`src/rtl/array_drain_pkg.sv`:
```
// Shared types and lane width for the systolic-array output drain.
package array_drain_pkg;

   localparam int unsigned NUM_BITS = 8;

   typedef enum logic [1:0] {
      DR_IDLE,
      DR_SKEW,
      DR_CAPTURE,
      DR_FLUSH
   } drain_state_t;

endpackage

```
`src/rtl/drain_fifo.sv`:
```
// Synchronous FIFO for drained result rows; read data comes straight from the entry registers.
module drain_fifo #(
   parameter int unsigned WIDTH = 32,
   parameter int unsigned DEPTH = 8
) (
   input  logic             clk_i,
   input  logic             rst_ni,
   input  logic             push_i,
   input  logic             pop_i,
   input  logic [WIDTH-1:0] wdata_i,
   output logic [WIDTH-1:0] rdata_o,
   output logic             full_o,
   output logic             empty_o,
   output logic             one_o
);

   localparam int unsigned PTR_W = $clog2(DEPTH);

   logic [WIDTH-1:0] mem_q [DEPTH];
   logic [PTR_W-1:0] wr_ptr_q, rd_ptr_q;
   logic [PTR_W:0]   cnt_q;
   logic             push_ok, pop_ok;

   // A push into a full FIFO is only legal when the head leaves in the same cycle.
   assign push_ok = push_i & (~full_o | pop_i);
   assign pop_ok  = pop_i & ~empty_o;

   assign full_o  = (cnt_q == (PTR_W+1)'(DEPTH));
   assign empty_o = (cnt_q == '0);
   assign one_o   = (cnt_q == (PTR_W+1)'(1));
   assign rdata_o = mem_q[rd_ptr_q];

   always_ff @(posedge clk_i or negedge rst_ni) begin
      if (!rst_ni) begin
         for (int unsigned i = 0; i < DEPTH; i++) mem_q[i] <= '0;
         wr_ptr_q <= '0;
         rd_ptr_q <= '0;
         cnt_q    <= '0;
      end else begin
         if (push_ok) begin
            mem_q[wr_ptr_q] <= wdata_i;
            wr_ptr_q        <= wr_ptr_q + 1'b1;
         end
         if (pop_ok) rd_ptr_q <= rd_ptr_q + 1'b1;
         case ({push_ok, pop_ok})
            2'b10:   cnt_q <= cnt_q + 1'b1;
            2'b01:   cnt_q <= cnt_q - 1'b1;
            default: cnt_q <= cnt_q;
         endcase
      end
   end

endmodule

```
`src/rtl/array_drain.sv`:
```
// Systolic-array output drain: deskews bottom-row columns and buffers whole rows in a FIFO.
// Optional DRAIN_LAST_EN adds out_last_o, tagging the final row of each drain.
module array_drain
   import array_drain_pkg::*;
#(
   parameter int unsigned NUM_COLS   = 4,
   parameter int unsigned FIFO_DEPTH = 8,
   parameter int unsigned MAX_ROWS   = 256,
   localparam int unsigned ROW_W     = $clog2(MAX_ROWS + 1)
) (
   input  logic                         clk_i,
   input  logic                         rst_ni,
   input  logic                         start_i,
   input  logic [ROW_W-1:0]             num_rows_i,
   input  logic [NUM_COLS*NUM_BITS-1:0] col_data_i,
   output logic [NUM_COLS*NUM_BITS-1:0] out_data_o,
   output logic                         out_valid_o,
   input  logic                         out_ready_i,
`ifdef DRAIN_LAST_EN
   output logic                         out_last_o,
`endif
   output logic                         busy_o,
   output logic                         done_o,
   output logic                         overflow_o
);

   localparam int unsigned DATA_W = NUM_COLS * NUM_BITS;
`ifdef DRAIN_LAST_EN
   localparam int unsigned FIFO_W = DATA_W + 1;
`else
   localparam int unsigned FIFO_W = DATA_W;
`endif
   localparam int unsigned SKW_W  = $clog2(NUM_COLS + 1);
   localparam bit          DIRECT = (NUM_COLS == 1);

   drain_state_t      state_q;
   logic [ROW_W-1:0]  rows_q, row_cnt_q;
   logic [SKW_W-1:0]  skew_cnt_q;
   logic              overflow_q, done_q;

   logic [DATA_W-1:0] aligned;
   logic [FIFO_W-1:0] fifo_wdata, fifo_rdata;
   logic              fifo_full, fifo_empty, fifo_one;
   logic              cap_idle, cap, cap_last, pop, drop;

   // Lane c arrives c cycles after lane 0, so it needs NUM_COLS-1-c delay stages.
   for (genvar c = 0; c < NUM_COLS; c++) begin : g_lane
      localparam int unsigned D = NUM_COLS - 1 - c;
      if (D == 0) begin : g_direct
         assign aligned[c*NUM_BITS +: NUM_BITS] = col_data_i[c*NUM_BITS +: NUM_BITS];
      end else begin : g_delay
         logic [NUM_BITS-1:0] sr_q [D];
         always_ff @(posedge clk_i or negedge rst_ni) begin
            if (!rst_ni) begin
               for (int unsigned k = 0; k < D; k++) sr_q[k] <= '0;
            end else begin
               sr_q[0] <= col_data_i[c*NUM_BITS +: NUM_BITS];
               for (int unsigned k = 1; k < D; k++) sr_q[k] <= sr_q[k-1];
            end
         end
         assign aligned[c*NUM_BITS +: NUM_BITS] = sr_q[D-1];
      end
   end

   // With a single column row 0 is already aligned in the start cycle.
   assign cap_idle = DIRECT && (state_q == DR_IDLE) && start_i && (num_rows_i != '0);
   assign cap      = (state_q == DR_CAPTURE) || cap_idle;
   assign cap_last = cap_idle ? (num_rows_i == ROW_W'(1))
                              : (ROW_W'(row_cnt_q + 1'b1) == rows_q);
   assign pop      = out_valid_o & out_ready_i;
   assign drop     = cap & fifo_full & ~pop;

`ifdef DRAIN_LAST_EN
   assign fifo_wdata = {cap_last, aligned};
   assign out_data_o = fifo_rdata[DATA_W-1:0];
   assign out_last_o = fifo_rdata[DATA_W] & ~fifo_empty;
`else
   assign fifo_wdata = aligned;
   assign out_data_o = fifo_rdata;
`endif

   drain_fifo #(
      .WIDTH (FIFO_W),
      .DEPTH (FIFO_DEPTH)
   ) u_fifo (
      .clk_i   (clk_i),
      .rst_ni  (rst_ni),
      .push_i  (cap),
      .pop_i   (pop),
      .wdata_i (fifo_wdata),
      .rdata_o (fifo_rdata),
      .full_o  (fifo_full),
      .empty_o (fifo_empty),
      .one_o   (fifo_one)
   );

   assign out_valid_o = ~fifo_empty;
   assign busy_o      = (state_q != DR_IDLE);
   assign done_o      = done_q;
   assign overflow_o  = overflow_q;

   always_ff @(posedge clk_i or negedge rst_ni) begin
      if (!rst_ni) begin
         state_q    <= DR_IDLE;
         rows_q     <= '0;
         row_cnt_q  <= '0;
         skew_cnt_q <= '0;
         overflow_q <= 1'b0;
         done_q     <= 1'b0;
      end else begin
         done_q <= 1'b0;
         if (drop) overflow_q <= 1'b1;
         case (state_q)
            DR_IDLE: begin
               if (start_i) begin
                  rows_q     <= num_rows_i;
                  overflow_q <= 1'b0;
                  row_cnt_q  <= cap_idle ? ROW_W'(1) : '0;
                  skew_cnt_q <= '0;
                  if (num_rows_i == '0)   state_q <= DR_FLUSH;
                  else if (DIRECT)        state_q <= cap_last ? DR_FLUSH : DR_CAPTURE;
                  else if (NUM_COLS == 2) state_q <= DR_CAPTURE;
                  else                    state_q <= DR_SKEW;
               end
            end
            // The start cycle is the first skew cycle, so this state lasts NUM_COLS-2.
            DR_SKEW: begin
               if (skew_cnt_q == SKW_W'(NUM_COLS - 3)) state_q <= DR_CAPTURE;
               else                                    skew_cnt_q <= skew_cnt_q + 1'b1;
            end
            DR_CAPTURE: begin
               row_cnt_q <= row_cnt_q + 1'b1;
               if (cap_last) state_q <= DR_FLUSH;
            end
            // No pushes happen here, so one entry plus a pop means empty next cycle.
            DR_FLUSH: begin
               if (fifo_empty || (fifo_one && pop)) begin
                  done_q  <= 1'b1;
                  state_q <= DR_IDLE;
               end
            end
            default: state_q <= DR_IDLE;
         endcase
      end
   end

endmodule
```
`config.mk`:
```
export PLATFORM = sky130hd
export DESIGN_NAME = array_drain
export DESIGN_NICKNAME = d
export VERILOG_FILES = /design/src/rtl/array_drain_pkg.sv /design/src/rtl/drain_fifo.sv /design/src/rtl/array_drain.sv
export SDC_FILE = /design/constraint.sdc
export NUM_CORES = 1
export LEC_CHECK = 0
export ABC_AREA = 1
export CAP_MARGIN = 20
export CORE_ASPECT_RATIO = 0.5
export CORE_MARGIN = 3
export CORE_UTILIZATION = 65
export CTS_CLUSTER_DIAMETER = 150
export CTS_CLUSTER_SIZE = 8
export DETAILED_ROUTE_END_ITERATION = 16
export DONT_BUFFER_PORTS = 1
export GPL_TIMING_DRIVEN = 1
export PLACE_DENSITY = 0.83
export RECOVER_POWER = 50
export SYNTH_ARGS = -nofsm -noshare
export SYNTH_HDL_FRONTEND = slang
export SYNTH_SLANG_ARGS = --single-unit
```
`constraint.sdc`:
```
create_clock -name clk_i -period 4.1 [get_ports clk_i]
set_clock_uncertainty 0.1 [all_clocks]
set_input_delay 0.82 -clock clk_i [delete_from_list [all_inputs] [get_ports clk_i]]
set_output_delay 0.82 -clock clk_i [all_outputs]
set_load 0.05 [all_outputs]
```
# Yosys cells after proc, flatten, opt, wreduce, memory -nomap -nowiden
# Cells that the tools add are included.
# word_totals
register_bits	339
out_inout_bits	36
input_bits	45
word_cells	94
# op_classes
bitwise_logic	11
n_addsub	6
reduce_logical	14
n_mux	23
eq_ne	14
magnitude_cmp	3
# op_table
op	count
256-bit bitwise mux	1
32-bit binary-select mux with 3-bit select	1
32-bit demux with 3-bit select	1
32-bit two-way mux	3
9-bit one-hot mux with 2 select lines	1
2-bit two-way mux	5
3-bit by 1-bit adder with 3-bit output, second input constant	3
9-bit by 1-bit adder with 9-bit output, second input constant	1
9-bit == test	1
9-bit zero test	1
9-bit two-way mux	1
4-bit greater-or-equal comparator, second input constant	2
2-bit != test, second input constant	4
3-bit NOT with 4-bit output	2
2-bit one-hot mux with 4 select lines	1
4-bit one-hot mux with 2 select lines	1
2-bit nonzero test	4
2-bit == test, second input constant	3
3-bit two-way mux	2
3-bit one-hot mux with 2 select lines	1
1-bit bitwise AND	5
1-bit two-way mux	5
4-bit by 1-bit adder with 4-bit output, second input constant	1
2-bit by 1-bit == test with 1-bit output, second input constant	2
other kinds (15)	19

# Depth between registers and ports, before layout
# Gate-level depths: netlist of run 1.
# depth
ltp_word	8
ltp_mapped	13
depth_no_buf	13

# By module
# Synthesis of run 1 repeated with hierarchy kept, for this count alone.
# unflattened
cells_unflattened	2353
hier_area_um2	17166.5
# by_module_without_submodules
mod	cells_each	n_inst	area_each_um2	seq_area_each_um2
drain_fifo	2107	1	14438.8	6656.4
array_drain	246	1	2727.6	1826.8

# Worst setup path before layout of run 1
# OpenSTA, ideal clock, no wires.
# synth_path
path_kind	flip-flop to output port
from	register u_fifo.rd_ptr_q[0]
to	output out_data_o[27]
path_stages_with_launch	9
slack_ns	1.148
arrival_time_ns	2.032
path_buffers	3
cell_sequence	dfrtp_1 > inv_2 > buf_2 > buf_2 > buf_2 > nor2_1 > o22ai_1 > nor2_1 > a31oi_1
# synth_between
elab_chain_len	4
# synth_lines
item	line_no	rtl
start, declared	drain_fifo.sv:20	logic [PTR_W-1:0] wr_ptr_q, rd_ptr_q;
start signal, assigned	drain_fifo.sv:44	if (pop_ok) rd_ptr_q <= rd_ptr_q + 1'b1;
3-bit NOT with 4-bit output (not written as such)	drain_fifo.sv:31	assign rdata_o = mem_q[rd_ptr_q];
32-bit binary-select mux with 3-bit select	drain_fifo.sv:31	
32-bit two-way mux (not written as such) (2 in a row)	drain_fifo.sv:31	
end, declared	array_drain.sv:16	output logic [NUM_COLS*NUM_BITS-1:0] out_data_o,
# No other way between the ends. The select of a mux whose other input is x is not followed.

# Final worst setup path of run 1
# layout_path
from	register u_fifo.rd_ptr_q[0]
to	output out_data_o[20]
# Same word-level chain as after synthesis.

==> impl_metrics.py, run 1 <==
metrics = {
    "status": {
        "run_status": "finished, violations left",
        "failed_checks": "negative hold slack",
    },
    "clocking": {
        "postCtsSetupRepairBufs": 0,
        "maximum_level_of_the_cts_h_tree": 2,
        "cts_repair_resize_count": 0,
        "numCtsBuffers": 48,
        "cts_sinks": 339,
        "clkTransAtPathRegs_ns": 0.05,
        "ctsRootBufferMaster": "sky130_fd_sc_hd__clkbuf_16",
        "cts_buffer_depth": 3,
        "cts_tree": "built",
        "clk-insertion-delay-late_ns": 0.54,
    },
    "routing": {
        "met1_length_um": 14600,
        "met3RoutedLength_um": 2950,
        "dr_wl_met2_um": 16400,
        "highest-signal-layer": "met4",
        "post-route-drc-count": 0,
        "routed_wirelength_um": 34800,
        "drtPass1Iterations": 6,
        "drtAntennaViolNets": 0,
        "route.vias.total": 11698,
        "detailedRoute.firstIterationViolations": 1408,
        "route.detailed.wl_per_inst_um": 18.1,
        "vias_per_cell": 6.09,
    },
    "critical_path": {
        "crit_path_cell_trace": "buf_4, o21ai_0, o22ai_1, nor2_1, a31oi_1, buf_4",
        "crit_top_cell": "sky130_fd_sc_hd__buf_4",
        "crit_path_max_fanout": 75,
        "worst-r2r-cell-count": 9,
        "launch_point_of_the_critical_path": "u_fifo.rd_ptr_q[0]",
        "worstSetupEndpoint": "out_data_o[20]",
        "cp_num_cells": 6,
        "criticalPathCategory": "reg2out",
        "cpMaxStageDelayCell": "sky130_fd_sc_hd__dfrtp_4",
        "endpoint_kind": "primary output",
        "r2r-end": "u_fifo.mem_q[175]",
        "crit_path_start_kind": "register",
        "critPathMaxStageDelay_ns": 0.94,
        "setup.reg_to_reg.worst_slack_ns": 1.33,
        "worst_r2r_startpoint": "u_fifo.cnt_q[0]",
        "cp_top_family": "flip-flops",
        "cp.arrival_ns": 2.90,
        "timing.critical_path.required_ns": 3.18,
        "critical_path_buf_inv_count": 2,
    },
    "die": {
        "die_h_um": 112,
        "die_x_um": 217,
        "floorplan.initialDensity_pct": 68.5,
        "core_area_sq_mm": 0.0212,
        "std_cell_rows": 37,
        "die-area_sq_mm": 0.0243,
        "floorplan.io_pins": 81,
    },
    "sta": {
        "worst-slew-pin-transition_ns": 1.31,
        "final_min_period_over_clock_period_pct": 93.1,
        "worst_hold_slack_ns": -0.109,
        "max_freq_ghz": 0.262,
        "final_max_slew_viol_count": 0,
        "timing.final.hold_violations": 61,
        "finalWorstPathRequiredPeriod_ns": 3.82,
        "totalNegativeSetupSlack_ns": 0,
        "setup_violations": 0,
        "slew_headroom_pct": 12.6,
        "grt_setup_unrepaired": "no",
    },
    "final_layout": {
        "num-nets-final": 1682,
        "most-common-layout-cells": "337 x sky130_fd_sc_hd__dfrtp_1, 319 x sky130_fd_sc_hd__o21ai_0, 305 x sky130_fd_sc_hd__nand2_1",
        "layout.cells.non_filler": 1920,
        "layout-area-overhead-vs-synth_pct": 10.9,
        "post_route_cells_drive_above_1_share_pct": 8.42,
        "final_common_cell": "sky130_fd_sc_hd__dfrtp_1",
        "final_core_util_pct": 75.9,
        "antenna_cells": 0,
    },
    "synth": {
        "synthDominantCellAreaShare_pct": 58.4,
        "syn_inst": 1626,
        "yosys_register_bits": 339,
        "synthXorXnorAreaFrac_pct": 0.603,
        "synth_area_leaders": "sky130_fd_sc_hd__dfrtp_1 58%, sky130_fd_sc_hd__o21ai_0 11%, sky130_fd_sc_hd__nand2_1 7.9%, sky130_fd_sc_hd__nor2_1 6.2%, sky130_fd_sc_hd__o21ai_1 2.9%",
        "synth_area_per_cell_sq_um": 8.93,
        "synth_simple_gate_area_share_pct": 17.0,
        "main_combinational_cell_family_by_area_after_synthesis": "compound AO/OA/AOI/OAI gates",
        "synthMuxAreaShare_pct": 0,
        "synthAdderAreaFrac_pct": 1.12,
        "syn_area_sq_mm": 0.0145,
        "unique_masters_post_synth": 35,
        "syn-num-nets": 1684,
        "library_cell_with_the_largest_summed_area_after_synthesis": "sky130_fd_sc_hd__dfrtp_1",
        "yosysWarnings": 0,
        "seq_area_frac_synth_pct": 58.4,
        "synth_compound_area_share_pct": 17.5,
    },
    "global_route": {
        "number_of_global_route_vias_before_repair": 11844,
        "grt_usage_pct": 29.2,
        "globalRouteOverflowTotal": 0,
        "grt_antenna_before_repair": 0,
        "grt_first_pass_wirelength_um": 58300,
        "grt_max_degree": 340,
    },
    "place": {
        "gp_routability_congestion": 0.873,
        "dp.cells": 1866,
        "post-dp-hpwl_um": 18700,
        "port_buffers": 0,
    },
    "power": {
        "fin_total_pwr_mw": 14.6,
        "power.leakage_nw": 7.49,
        "cellPowerDensity_mw_per_mm2": 907,
        "vdd_drop_max_uv": 755,
    },
    "run": {
        "number_of_maximum_capacitance_violations": 0,
    },
    "hold_path": {
        "timing.hold.worst.class": "in2async",
    },
}
==> cell usage after synthesis <==
cell type / number
sky130_fd_sc_hd__buf_2: 64
sky130_fd_sc_hd__o21a_1: 1
sky130_fd_sc_hd__nor2_2: 1
sky130_fd_sc_hd__dfrtp_1: 339
sky130_fd_sc_hd__nand3b_1: 2
sky130_fd_sc_hd__nand4_4: 7
sky130_fd_sc_hd__inv_1: 76
sky130_fd_sc_hd__a211oi_1: 1
sky130_fd_sc_hd__nand3_2: 2
sky130_fd_sc_hd__ha_1: 13
sky130_fd_sc_hd__clkbuf_2: 1
sky130_fd_sc_hd__buf_6: 1
sky130_fd_sc_hd__buf_4: 1
sky130_fd_sc_hd__o21ai_1: 85
sky130_fd_sc_hd__buf_1: 2
sky130_fd_sc_hd__nor3_1: 1
sky130_fd_sc_hd__inv_2: 5
sky130_fd_sc_hd__a31oi_1: 32
sky130_fd_sc_hd__xnor2_1: 3
sky130_fd_sc_hd__a21oi_1: 6
sky130_fd_sc_hd__nand3_1: 17
sky130_fd_sc_hd__a21oi_2: 1
sky130_fd_sc_hd__nor2_1: 240
sky130_fd_sc_hd__o41ai_1: 1
sky130_fd_sc_hd__clkbuf_1: 34
sky130_fd_sc_hd__nand4_1: 4
sky130_fd_sc_hd__clkinv_1: 1
sky130_fd_sc_hd__nand2_1: 305
sky130_fd_sc_hd__xor2_1: 7
sky130_fd_sc_hd__nand4_2: 2
sky130_fd_sc_hd__o21ai_0: 319
sky130_fd_sc_hd__nor2_4: 2
sky130_fd_sc_hd__o22ai_1: 39
sky130_fd_sc_hd__nand2_2: 10
sky130_fd_sc_hd__a21boi_0: 1
==> power breakdown <==
group | switching [mW] | leakage [nW] | total, mW | internal [mW]
Clock | 1.34 | 0.626 | 3.47 | 2.13
Combinational | 3.93 | 2.51 | 5.79 | 1.86
Sequential | 0.830 | 4.35 | 5.33 | 4.50
==> through the flow <==
stage | setup slack [ns] | instance area (sq um) | hold WS, ns
2_1_floorplan | 1.15 | 14500 | 0.231
3_3_place_gp | 0.979 | 14800 | 0.232
3_5_place_dp | 0.954 | 14800 | 0.235
4_1_cts | 0.343 | 16100 | -0.124
5_1_grt | 0.102 | 16100 | -0.132
6_report | 0.282 | 16100 | -0.109
==> layout make-up <==
cell class / count / area [sq um]
Multi-Input combinational cell: 1102 / 5260
Clock inverter: 2 / 23.8
Tap cell: 292 / 365
Clock buffer: 52 / 1260
Sequential cell: 339 / 8490
Fill cell: 1441 / 5110
Inverter: 82 / 309
Timing Repair Buffer: 51 / 395
==> state kept, by name (all words and copies together) (netlist names) <==
name                 flops
aligned                 16
skew_cnt_q               3
overflow_o               1
row_cnt_q                9
u_fifo.cnt_q             4
g_lane.g_delay.sr_q     32
u_fifo.wr_ptr_q          3
state_q                  2
u_fifo.rd_ptr_q          3
u_fifo.mem_q           256
done_o                   1
rows_q                   9
==> per-layer routing <==
layer	GRT usage, %	vias up
met4	11.5	0
li1	-	5363
met3	6.14	104
met2	46.6	597
met1	39.8	5634
met5	0	-
==> cell families (layout without fill, tap and decap cells) <==
logic type	after synthesis	after routing
AOI/OAI and AO/OA	486	486
DFF	339	339
adders and majority gates	13	13
xor gates and xnor gates	10	10
buffers and inverters	185	187
and+or+nand+nor	593	593
==> how the worst min path moves through the flow <==
stage	end	slack, ns	cells past startpoint
global placement	aligned[8]	0.23	0
finish	aligned[13]	-0.11	0
CTS	u_fifo.mem_q[142]	-0.12	0
detailed placement	g_lane[0].g_delay.sr_q[15]	0.23	0
floorplan	aligned[0]	0.23	0
global route	u_fifo.mem_q[15]	-0.13	0
Power figures use the tool's default switching activity.
==> run 2, diff against run 1 <==
--- a/config.mk
+++ b/config.mk
@@ -9,13 +9,13 @@
 export CAP_MARGIN = 20
 export CORE_ASPECT_RATIO = 0.5
 export CORE_MARGIN = 3
-export CORE_UTILIZATION = 65
+export CORE_UTILIZATION = 49
 export CTS_CLUSTER_DIAMETER = 150
 export CTS_CLUSTER_SIZE = 8
 export DETAILED_ROUTE_END_ITERATION = 16
 export DONT_BUFFER_PORTS = 1
 export GPL_TIMING_DRIVEN = 1
-export PLACE_DENSITY = 0.83
+export PLACE_DENSITY = 0.66
 export RECOVER_POWER = 50
 export SYNTH_ARGS = -nofsm -noshare
 export SYNTH_HDL_FRONTEND = slang
==> run 2 against run 1 <==
  * The run still ends with negative hold slack left
  * Wire length is 2.3% lower
  * Clock-buffer cell count is 1 lower
  * Die area is 31% higher
  * Worst setup slack better by 0.089 ns
  * Critical path type unchanged
  * Utilization is 19 points lower
  * Final cell count is 4.5% higher
  * Via count is 4.8% lower
  * Critical endpoint is now out_data_o[30]
  * Highest routed layer is now met5
  * Sequential power is 2% lower
==> impl_metrics.py, run 2 (same netlist as run 1, synthesis figures left out) <==
metrics = {
    "status": {
        "run_status": "finished, violations left",
        "failed_checks": "negative hold slack",
    },
    "power": {
        "p_int_mw": 8.46,
        "switch_share_pct": 41.2,
        "share_seq_of_total_power_pct": 36.2,
        "cellPowerDensity_mw_per_mm2": 889,
        "combPwrFrac_pct": 40.1,
        "power.leakage_nw": 7.47,
        "power.switching_mw": 5.92,
        "share_clk_of_total_power_pct": 23.7,
        "vdd_drop_max_uv": 489,
    },
    "final_layout": {
        "post_route_cells_drive_above_1_share_pct": 8.19,
        "antenna_cells": 0,
        "layout-area-overhead-vs-synth_pct": 11.4,
        "most-common-layout-cells": "337 x sky130_fd_sc_hd__dfrtp_1, 319 x sky130_fd_sc_hd__o21ai_0, 305 x sky130_fd_sc_hd__nand2_1",
        "top_register": "u_fifo.mem_q",
        "largest_register_ffs": 256,
        "layout.cells.non_filler": 2006,
        "final_core_util_pct": 56.9,
        "final_common_cell": "sky130_fd_sc_hd__dfrtp_1",
        "num-nets-final": 1680,
    },
    "die": {
        "die-area_sq_mm": 0.0319,
        "std_cell_rows": 43,
        "floorplan.io_pins": 81,
        "die_x_um": 249,
        "floorplan.initialDensity_pct": 51.1,
        "core_area_sq_mm": 0.0284,
        "die_h_um": 128,
    },
    "global_route": {
        "grt-busiest-layer": "met2",
        "number_of_global_route_vias_before_repair": 10838,
        "use_met3_pct": 4.30,
        "groute.layer.met2.usage_pct": 34.4,
        "grt_util_met1_pct": 31.1,
        "grt_first_pass_wirelength_um": 56400,
        "grt_antenna_before_repair": 1,
        "grt_usage_pct": 21.6,
        "grt_max_degree": 340,
        "globalRouteOverflowTotal": 0,
    },
    "critical_path": {
        "critPathMaxStageDelay_ns": 0.57,
        "crit_path_cell_trace": "inv_2, buf_4, o21ai_0, o22ai_1, nor2_1, a31oi_1, buf_4",
        "cp_top_family": "buffers and inverters",
        "endpoint_kind": "primary output",
        "crit_path_start_kind": "register",
        "launch_point_of_the_critical_path": "u_fifo.rd_ptr_q[1]",
        "worst_r2r_startpoint": "u_fifo.cnt_q[0]",
        "timing.critical_path.required_ns": 3.18,
        "critical_path_buf_inv_count": 3,
        "crit_path_max_fanout": 29,
        "cp.arrival_ns": 2.81,
        "criticalPathCategory": "reg2out",
        "cpMaxStageDelayCell": "sky130_fd_sc_hd__dfrtp_2",
        "crit_top_cell": "sky130_fd_sc_hd__buf_4",
    },
    "place": {
        "gp_routability_congestion": 0.791,
        "preCtsSetupSlack_ns": 0.964,
        "port_buffers": 0,
        "post-dp-hpwl_um": 18500,
        "dp.cells": 1954,
    },
    "sta": {
        "final_max_slew_viol_count": 0,
        "final_min_period_over_clock_period_pct": 91.0,
        "slew_headroom_pct": 44.9,
        "setup_violations": 0,
        "max_freq_ghz": 0.268,
        "worst-slew-pin-transition_ns": 0.826,
        "worst_hold_slack_ns": -0.110,
        "grt_setup_unrepaired": "no",
        "totalNegativeSetupSlack_ns": 0,
        "finalWorstPathRequiredPeriod_ns": 3.73,
        "fin_ws_ns": 0.370,
        "timing.final.hold_violations": 68,
    },
    "clocking": {
        "numCtsBuffers": 48,
        "cts_tree": "built",
        "ctsRootBufferMaster": "sky130_fd_sc_hd__clkbuf_16",
        "cts_buffer_depth": 3,
        "postCtsSetupRepairBufs": 0,
        "maximum_level_of_the_cts_h_tree": 2,
        "clk-insertion-delay-late_ns": 0.53,
        "cts_repair_resize_count": 0,
        "clkTransAtPathRegs_ns": 0.05,
        "cts_sinks": 339,
    },
    "run": {
        "number_of_maximum_capacitance_violations": 0,
    },
    "routing": {
        "route.vias.total": 11142,
        "route.detailed.wl_per_inst_um": 17.0,
        "post-route-drc-count": 0,
        "vias_per_cell": 5.55,
        "drtPass1Iterations": 5,
        "drtAntennaViolNets": 0,
        "routed_wirelength_um": 34000,
        "detailedRoute.firstIterationViolations": 1165,
    },
    "hold_path": {
        "timing.hold.worst.class": "in2async",
    },
}
-- run 2: changes by cell type in the layout (fill, tap and decap cells not counted) --
cell,before,now
sky130_fd_sc_hd__nand4_4,8,7
sky130_fd_sc_hd__buf_12,1,3
sky130_fd_sc_hd__buf_4,50,46
sky130_fd_sc_hd__nand4_2,1,2
sky130_fd_sc_hd__clkinv_8,1,0
sky130_fd_sc_hd__clkbuf_16,50,49
-- run 2: final cells by class --
type,count,area [sq um]
fill,2543,12200
sequential,339,8490
multi-input combinational,1102,5250
clock buffer,51,1230
tap,382,478
timing repair buffer,49,405
inverter,82,309
clock inverter,1,7.51
-- run 2: final timing paths --
path                                              to  slack [ns]  cells past startpoint
setup / recovery                      out_data_o[30]        0.37                      7
hold / removal                             rows_q[3]       -0.11                      0
setup reg to reg                   u_fifo.mem_q[255]        1.16                      9
hold reg to reg                           aligned[5]        0.24                      0
max in group asynchronous          u_fifo.mem_q[198]        3.32                      0
min in group clk_i         g_lane[2].g_delay.sr_q[6]        0.21                      0
-- run 2: power by group through the flow --
| stage | Sequential (mW) | Clock, mW | Combinational (mW) |
|---|---|---|---|
| global route | 5.35 | 3.66 | 6.38 |
| floorplan | 4.98 | 0 | 4.45 |
| detailed placement | 5.23 | 0 | 5.78 |
| CTS | 5.19 | 3.50 | 5.80 |
| finish | 5.21 | 3.41 | 5.76 |
| global placement | 5.18 | 0 | 5.64 |
-- run 2: per-layer routing --
metal	share of wire [%]	wire length, um
met4	1.4	493
met3	6.1	2060
met5	0.038	13
met2	45	15300
met1	48	16200
-- run 2: metrics by stage --
| stage | power, mW | area (sq um) |
|---|---|---|
| after floorplan | 9.43 | 14500 |
| final | 14.4 | 16200 |
| after global routing | 15.4 | 16200 |
| after detailed placement | 11.0 | 14900 |
| after CTS | 14.5 | 16200 |
| after global placement | 10.8 | 14900 |
